===== src/rtl/seg_scan_ctrl.sv =====
// Eight-digit (configurable) seven-segment scanner with frame-aligned, tear-free value commit.
// Optional leading-zero blanking is enabled by defining SEG_LEADING_ZERO_BLANK_EN.
module seg_scan_ctrl #(
  parameter int unsigned NUM_DIGITS  = 8,
  parameter int unsigned REFRESH_DIV = 100000
) (
  input  logic                    clk,
  input  logic                    rst_n,
  input  logic                    load_i,
  input  logic [4*NUM_DIGITS-1:0] value_i,
  output logic                    pending_o,
  output logic [3:0]              num_o,
  output logic [NUM_DIGITS-1:0]   an_o,
  output logic                    frame_o
);

  localparam int unsigned TICK_W = (REFRESH_DIV > 1) ? $clog2(REFRESH_DIV) : 1;
  localparam int unsigned IDX_W  = (NUM_DIGITS > 1) ? $clog2(NUM_DIGITS) : 1;
  localparam int unsigned VAL_W  = 4 * NUM_DIGITS;
  localparam logic [TICK_W-1:0] TICK_LAST = TICK_W'(REFRESH_DIV - 1);
  localparam logic [IDX_W-1:0]  IDX_LAST  = IDX_W'(NUM_DIGITS - 1);

  logic [TICK_W-1:0]     r_tick;
  logic [IDX_W-1:0]      r_idx;
  logic [VAL_W-1:0]      r_shadow;
  logic [VAL_W-1:0]      r_disp;
  logic                  r_pending;
  logic [3:0]            r_num;
  logic [NUM_DIGITS-1:0] r_an;
  logic                  r_frame;

  logic                  w_adv;
  logic                  w_wrap;
  logic [TICK_W-1:0]     w_tick_next;
  logic [IDX_W-1:0]      w_idx_next;
  logic [VAL_W-1:0]      w_shadow_next;
  logic [VAL_W-1:0]      w_disp_next;
  logic                  w_pending_next;
  logic [3:0]            w_num_next;
  logic [NUM_DIGITS-1:0] w_an_next;
  logic [NUM_DIGITS-1:0] w_blank;

  // Slot timing, digit walk, and frame-boundary commit of the captured value
  always_comb begin
    w_adv          = (r_tick == TICK_LAST);
    w_wrap         = w_adv && (r_idx == IDX_LAST);
    w_tick_next    = w_adv ? '0 : r_tick + TICK_W'(1);
    w_idx_next     = r_idx;
    w_shadow_next  = r_shadow;
    w_disp_next    = r_disp;
    w_pending_next = r_pending;

    if (w_adv) begin
      w_idx_next = (r_idx == IDX_LAST) ? '0 : r_idx + IDX_W'(1);
    end

    if (load_i) begin
      w_shadow_next = value_i;
    end

    if (w_wrap) begin
      // A load landing on the boundary bypasses the shadow and shows immediately
      if (load_i) begin
        w_disp_next = value_i;
      end else if (r_pending) begin
        w_disp_next = r_shadow;
      end
      w_pending_next = 1'b0;
    end else if (load_i) begin
      w_pending_next = 1'b1;
    end
  end

`ifdef SEG_LEADING_ZERO_BLANK_EN
  logic w_zero_upper;

  // Digit k>0 is dark when it and every more significant nibble are zero
  always_comb begin
    w_zero_upper = 1'b1;
    w_blank      = '0;
    for (int k = int'(NUM_DIGITS) - 1; k >= 1; k--) begin
      w_zero_upper = w_zero_upper && (w_disp_next[4*k +: 4] == 4'h0);
      w_blank[k]   = w_zero_upper;
    end
  end
`else
  assign w_blank = '0;
`endif

  // Output selection from next-state index so anode and nibble move together
  always_comb begin
    w_num_next = 4'h0;
    w_an_next  = '1;
    for (int unsigned k = 0; k < NUM_DIGITS; k++) begin
      if (w_idx_next == IDX_W'(k)) begin
        w_num_next   = w_disp_next[4*k +: 4];
        w_an_next[k] = w_blank[k];
      end
    end
  end

  always_ff @(posedge clk) begin
    if (!rst_n) begin
      r_tick    <= '0;
      r_idx     <= '0;
      r_shadow  <= '0;
      r_disp    <= '0;
      r_pending <= 1'b0;
      r_num     <= 4'h0;
      r_an      <= '1;
      r_frame   <= 1'b0;
    end else begin
      r_tick    <= w_tick_next;
      r_idx     <= w_idx_next;
      r_shadow  <= w_shadow_next;
      r_disp    <= w_disp_next;
      r_pending <= w_pending_next;
      r_num     <= w_num_next;
      r_an      <= w_an_next;
      r_frame   <= w_wrap;
    end
  end

  assign pending_o = r_pending;
  assign num_o     = r_num;
  assign an_o      = r_an;
  assign frame_o   = r_frame;

endmodule


===== config.mk =====
export PLATFORM = sky130hd
export DESIGN_NAME = seg_scan_ctrl
export DESIGN_NICKNAME = d
export VERILOG_FILES = /design/src/rtl/seg_scan_ctrl.sv
export SDC_FILE = /design/constraint.sdc
export NUM_CORES = 1
export LEC_CHECK = 0
export CAP_MARGIN = 25
export CORE_MARGIN = 5
export CORE_UTILIZATION = 53
export CTS_CLUSTER_SIZE = 14
export DETAILED_ROUTE_END_ITERATION = 6
export HOLD_SLACK_MARGIN = 0.1
export PLACE_DENSITY = 0.84
export SYNTH_ARGS = -nofsm -noshare
export SYNTH_HDL_FRONTEND = slang
export SYNTH_SLANG_ARGS = --single-unit

===== constraint.sdc =====
create_clock -name clk -period 3.9 [get_ports clk]
set_input_delay 0.39 -clock clk [delete_from_list [all_inputs] [get_ports clk]]
set_output_delay 0.39 -clock clk [all_outputs]
set_load 0.03 [all_outputs]

### Yosys cells after proc, flatten, opt, wreduce, memory -nomap -nowiden

Index checks and enable logic that the tools add are counted.
W data, S select, Z words.

* flip-flop bits (word level): 98
* output and inout port bits: 14
* logic and storage cells: 45

* $add $sub $neg: 2
* eq/ne operators: 9
* muxes and demuxes: 21
* bitwise gates (word level): 1
* reductions and logical operators: 4

Operator list (count)
* $mux W32: 3
* $mux W4: 8
* $add A17 B1 Y17 const B: 1
* $eq A17 B17 Y1 const B: 1
* $eq A3 B3 Y1 const B: 5
* $mux W1: 8
* $eq A3 B2 Y1 const B: 2
* $mux W3: 2
* $reduce_or A2 Y1: 2
* $add A3 B1 Y3 const B: 1
* $eq A3 B1 Y1 const B: 1
* $logic_not A3 Y1: 1
* $logic_and A1 B1 Y1: 1
* $not A1 Y1: 1

### Depth between registers and ports, before layout

* word-level depth: 12
* gate-level depth with buffers: 10
* gate-level depth less buffers: 8

### Worst setup path before layout

OpenSTA, ideal clock, no wires.

* kind: reg-to-reg
* from: register r_tick[0]
* to: register r_num[0], in the netlist num_o[0]
* setup time: 126 ps
* data arrival time: 2216 ps
* path slack: 1558 ps
* stages on the path, launching flop included: 10
* period minus slack after synthesis: 2342 ps
* cells stage by stage: dfxtp_1 -> ha_1 -> and4_1 -> and3_1 -> buf_4 -> nand2_4 -> a221o_1 -> o21a_1 -> a2111oi_2 -> o32ai_1

* word-level cells in the longest chain between the ends: 11
* elaborated cells on any way between the ends: 20

RTL lines
* start, declared: line 23 `logic [TICK_W-1:0] r_tick;`
* start signal, assigned: line 113 `r_tick <= w_tick_next;`
* $eq A17 B17 Y1 *: line 45 `w_adv = (r_tick == TICK_LAST);`
* $mux W3 / $logic_and A1 B1 Y1 (equally long branches): line 53, 46
* $logic_not A3 Y1 / $mux W32 (equally long branches): line 95, 61
* $mux W4 (7 in a row): line 95 `if (w_idx_next == IDX_W'(k)) begin`
* $mux W4 *: line 95
* end signal, assigned: line 118 `r_num <= w_num_next;`
* end, declared: line 28 `logic [3:0] r_num;`

Mark *: on every way between the ends. The rest lies on a longest branch, timed or not.
A chain may end at the register's enable or synchronous reset.

### Worst setup path in the final report

* from: register r_tick[0]
* to: register r_num[1], in the netlist num_o[1]

The elaborated chain is that of the path after synthesis.

==> reports/qor.yml <==
period_share_pct: 77.1
cts_resized: 0
cp_slowest_cell: "nand3_1"
post-place-ws_ns: 0.957
drtIter0Drc: 258
max-slew-margin-rel_pct: 39.4
crit_fanout: 12
cts_hold_buf: 0
rsz0062_at_grt: "false"
pin_count: 49
final_nets: 549
synth_edf_count: 0
synth_ff_type: "dfxtp_1"
sw_frac_of_total_pct: 24.0
critical_path_class: "flip-flop to flip-flop"
yosysSeqAreaShare_pct: 45.1
ir_drop_uv: 237
path_cells: "ha_1 > and4_1 > and3_1 > nand3_1 > o221a_2 > a22oi_1 > a211oi_1 > a211o_1"
clock_skew_ns: 0.00700
r2r-end: "num_o[1]"
cts_buffer_depth: 2
final_common_cell: "dfxtp_1"
synth_area_mm2: 0.00435
final_max_slew_viol_count: 0
grt_overflow: 0
wl_per_cell_um: 17.4
cts_buffers: 9
leakage_nw: 1.98
placementRows: 33
grt_pass1_vias: 3682
min_path_type: "flip-flop to flip-flop"
required_ns: 4.17
gp_congestion: 0.915
drc: 0
io_buffers: 48
finalSetupViolCount: 0
ys_async_sr_fraction_pct: 0
pwr-share-clk_pct: 36.8
cts.sinks: 98
die_x_um: 101
htreeDepth: 3
whs_path_depth: 2
start_util_pct: 53.7
core_mm2: 0.00809
cts_tree: "done"
power.density_mw_per_mm2: 362
insertedDiodeCount: 0
die_y_um: 101
grt_start_max_net_pins: 38
seq_power_share_pct: 56.3
fmax_mhz: 333
mostFrequentLayoutCells: "98 x dfxtp_1, 60 x nor2_1, 47 x clkdlybuf4s50_1, 44 x nand2_1, 26 x mux2i_1"
setup_slack_ns: 0.894
fin_util_pct: 62.9
ant_nets: 0
cp-end-kind: "flip-flop"
syn-mean-instance-area_um2: 9.29
finalPower_mw: 1.84
r2r_setup_slack_ns: 0.89
comb_power_share_pct: 6.8
critPathMaxStageDelay_ns: 0.51
finalCriticalPeriod_ns: 3.01
r2r_start: "r_tick[0]"
power.internal_mw: 1.40
root_buffer: "clkbuf_8"
dpl.hpwl_um: 7480
hold_end: "r_disp[4]"
grt_first_pass_wirelength_um: 17700
syn2layout_area_growth_pct: 17.2
cap_viol_max_count: 0
post-cts-setup-buffers: 0
tns_ns: 0
synth_cells: 468
critical_path.startpoint_type: "flip-flop"
hold_viol_final: 0
vias: 3736
layout-drive-gt1-share_pct: 9.88
clk_pin_slew_ns: 0.09
syn_nets: 506
holdWs_ns: 0.465
antenna_found_initial: 0
dieArea_mm2: 0.0101
tightest_slew_ns: 0.905
status: "finished, final reports clean"
synth_seq_cells: 98
ys_warn_count: 0
cp.arrival_ns: 3.28
switchingPower_mw: 0.442
dr.pass1.iters: 5
clock_latency_ns: 0.38
grt_util_all_layers_pct: 22.0
via_per_inst: 6.02
routed_wl_um: 10800
synth_cell_type_count: 66
hp-start: "r_disp[4]"
ff2ff_path_depth: 8
[area by class of cell]
cell class,count,area (µm²)
clock buffer,10,138
clock inverter,6,65.1
fill,692,3000
inverter,7,26.3
multi-input combinational,341,2250
sequential,98,1960
tap,105,131
timing repair buffer,54,520
[state kept, by name, indices dropped and copies added (netlist names)]
name	count
num_o	4
r_idx	3
r_shadow	32
r_disp	32
an_o	8
frame_o	1
r_tick	17
pending_o	1
[routing by layer]
| layer | global-route usage, % | wire (µm) |
|---|---|---|
| met3 | 6.44 | 869 |
| met5 | 0 | 0 |
| met2 | 36.1 | 5100 |
| met4 | 10.2 | 332 |
| met1 | 26.6 | 4490 |
[power groups by stage]
| stage | sequential [mW] | combinational (mW) | clock [mW] |
|---|---|---|---|
| floorplan | 1.06 | 0.0674 | 0 |
| global placement | 1.06 | 0.123 | 0 |
| detailed placement | 1.06 | 0.125 | 0 |
| CTS | 1.04 | 0.126 | 0.683 |
| global route | 1.04 | 0.137 | 0.729 |
| finish | 1.04 | 0.126 | 0.679 |
[cell usage after synthesis (all sizes together), types with 3 or more instances]
cell type  number  area [µm²]
clkbuf         10        37.5
nor3           11        76.3
nor2           62         238
a211oi          5        37.5
a21o            3        22.5
nand2          45         176
mux2            7        82.6
and2           25         156
buf            12        70.1
and3            6        37.5
a22oi           5        37.5
ha              3        37.5
a221o           8        80.1
o21ai           7        35.0
o22a            3        26.3
nand3          20         110
o21bai          3        22.5
inv             7        26.3
o31ai           8        60.1
or3             3        23.8
nor2b           6        37.5
xor2           11        96.3
o221a           4        45.0
mux2i          27         274
nand4           5        46.3
dfxtp          98        1960
a21oi          20         100
o22ai           9        62.6
xnor2           3        26.3
o211ai          4        30.0
[through the flow]
stage / instance area [µm²] / cells
after floorplan: 4350 / 468
after global placement: 4890 / 605
after detailed placement: 4890 / 605
after CTS: 5090 / 621
after global routing: 5090 / 621
final: 5090 / 621
[worst max-delay path: cells and delay by family, from the launching register on]
kind            cells  cell delay [ns]
simple gates        3             1.32
compound gates      4             0.97
flops               1             0.38
fa+ha+maj           1             0.24
[cell families after synthesis]
kind of cell,synth area share (%)
compound gates,16.9
xor+xnor,2.82
fa+ha+maj,0.864
buf+inv,3.08
flops,45.1
mux,8.20
simple gates,23.0
[worst max path at each step]
stage                         start  endpoint  slack [ns]  depth (start not counted)
final                     r_tick[0]  num_o[1]        0.89                          8
after global placement    r_tick[0]  num_o[1]        1.05                          8
after detailed placement  r_tick[0]  num_o[1]        0.96                          8
after CTS                 r_tick[0]  num_o[1]        0.94                          8
after global routing      r_tick[0]  num_o[1]        0.69                          8
after floorplan           r_tick[0]  num_o[0]        1.56                          9
No activity file was read; power rests on OpenSTA's default activity.
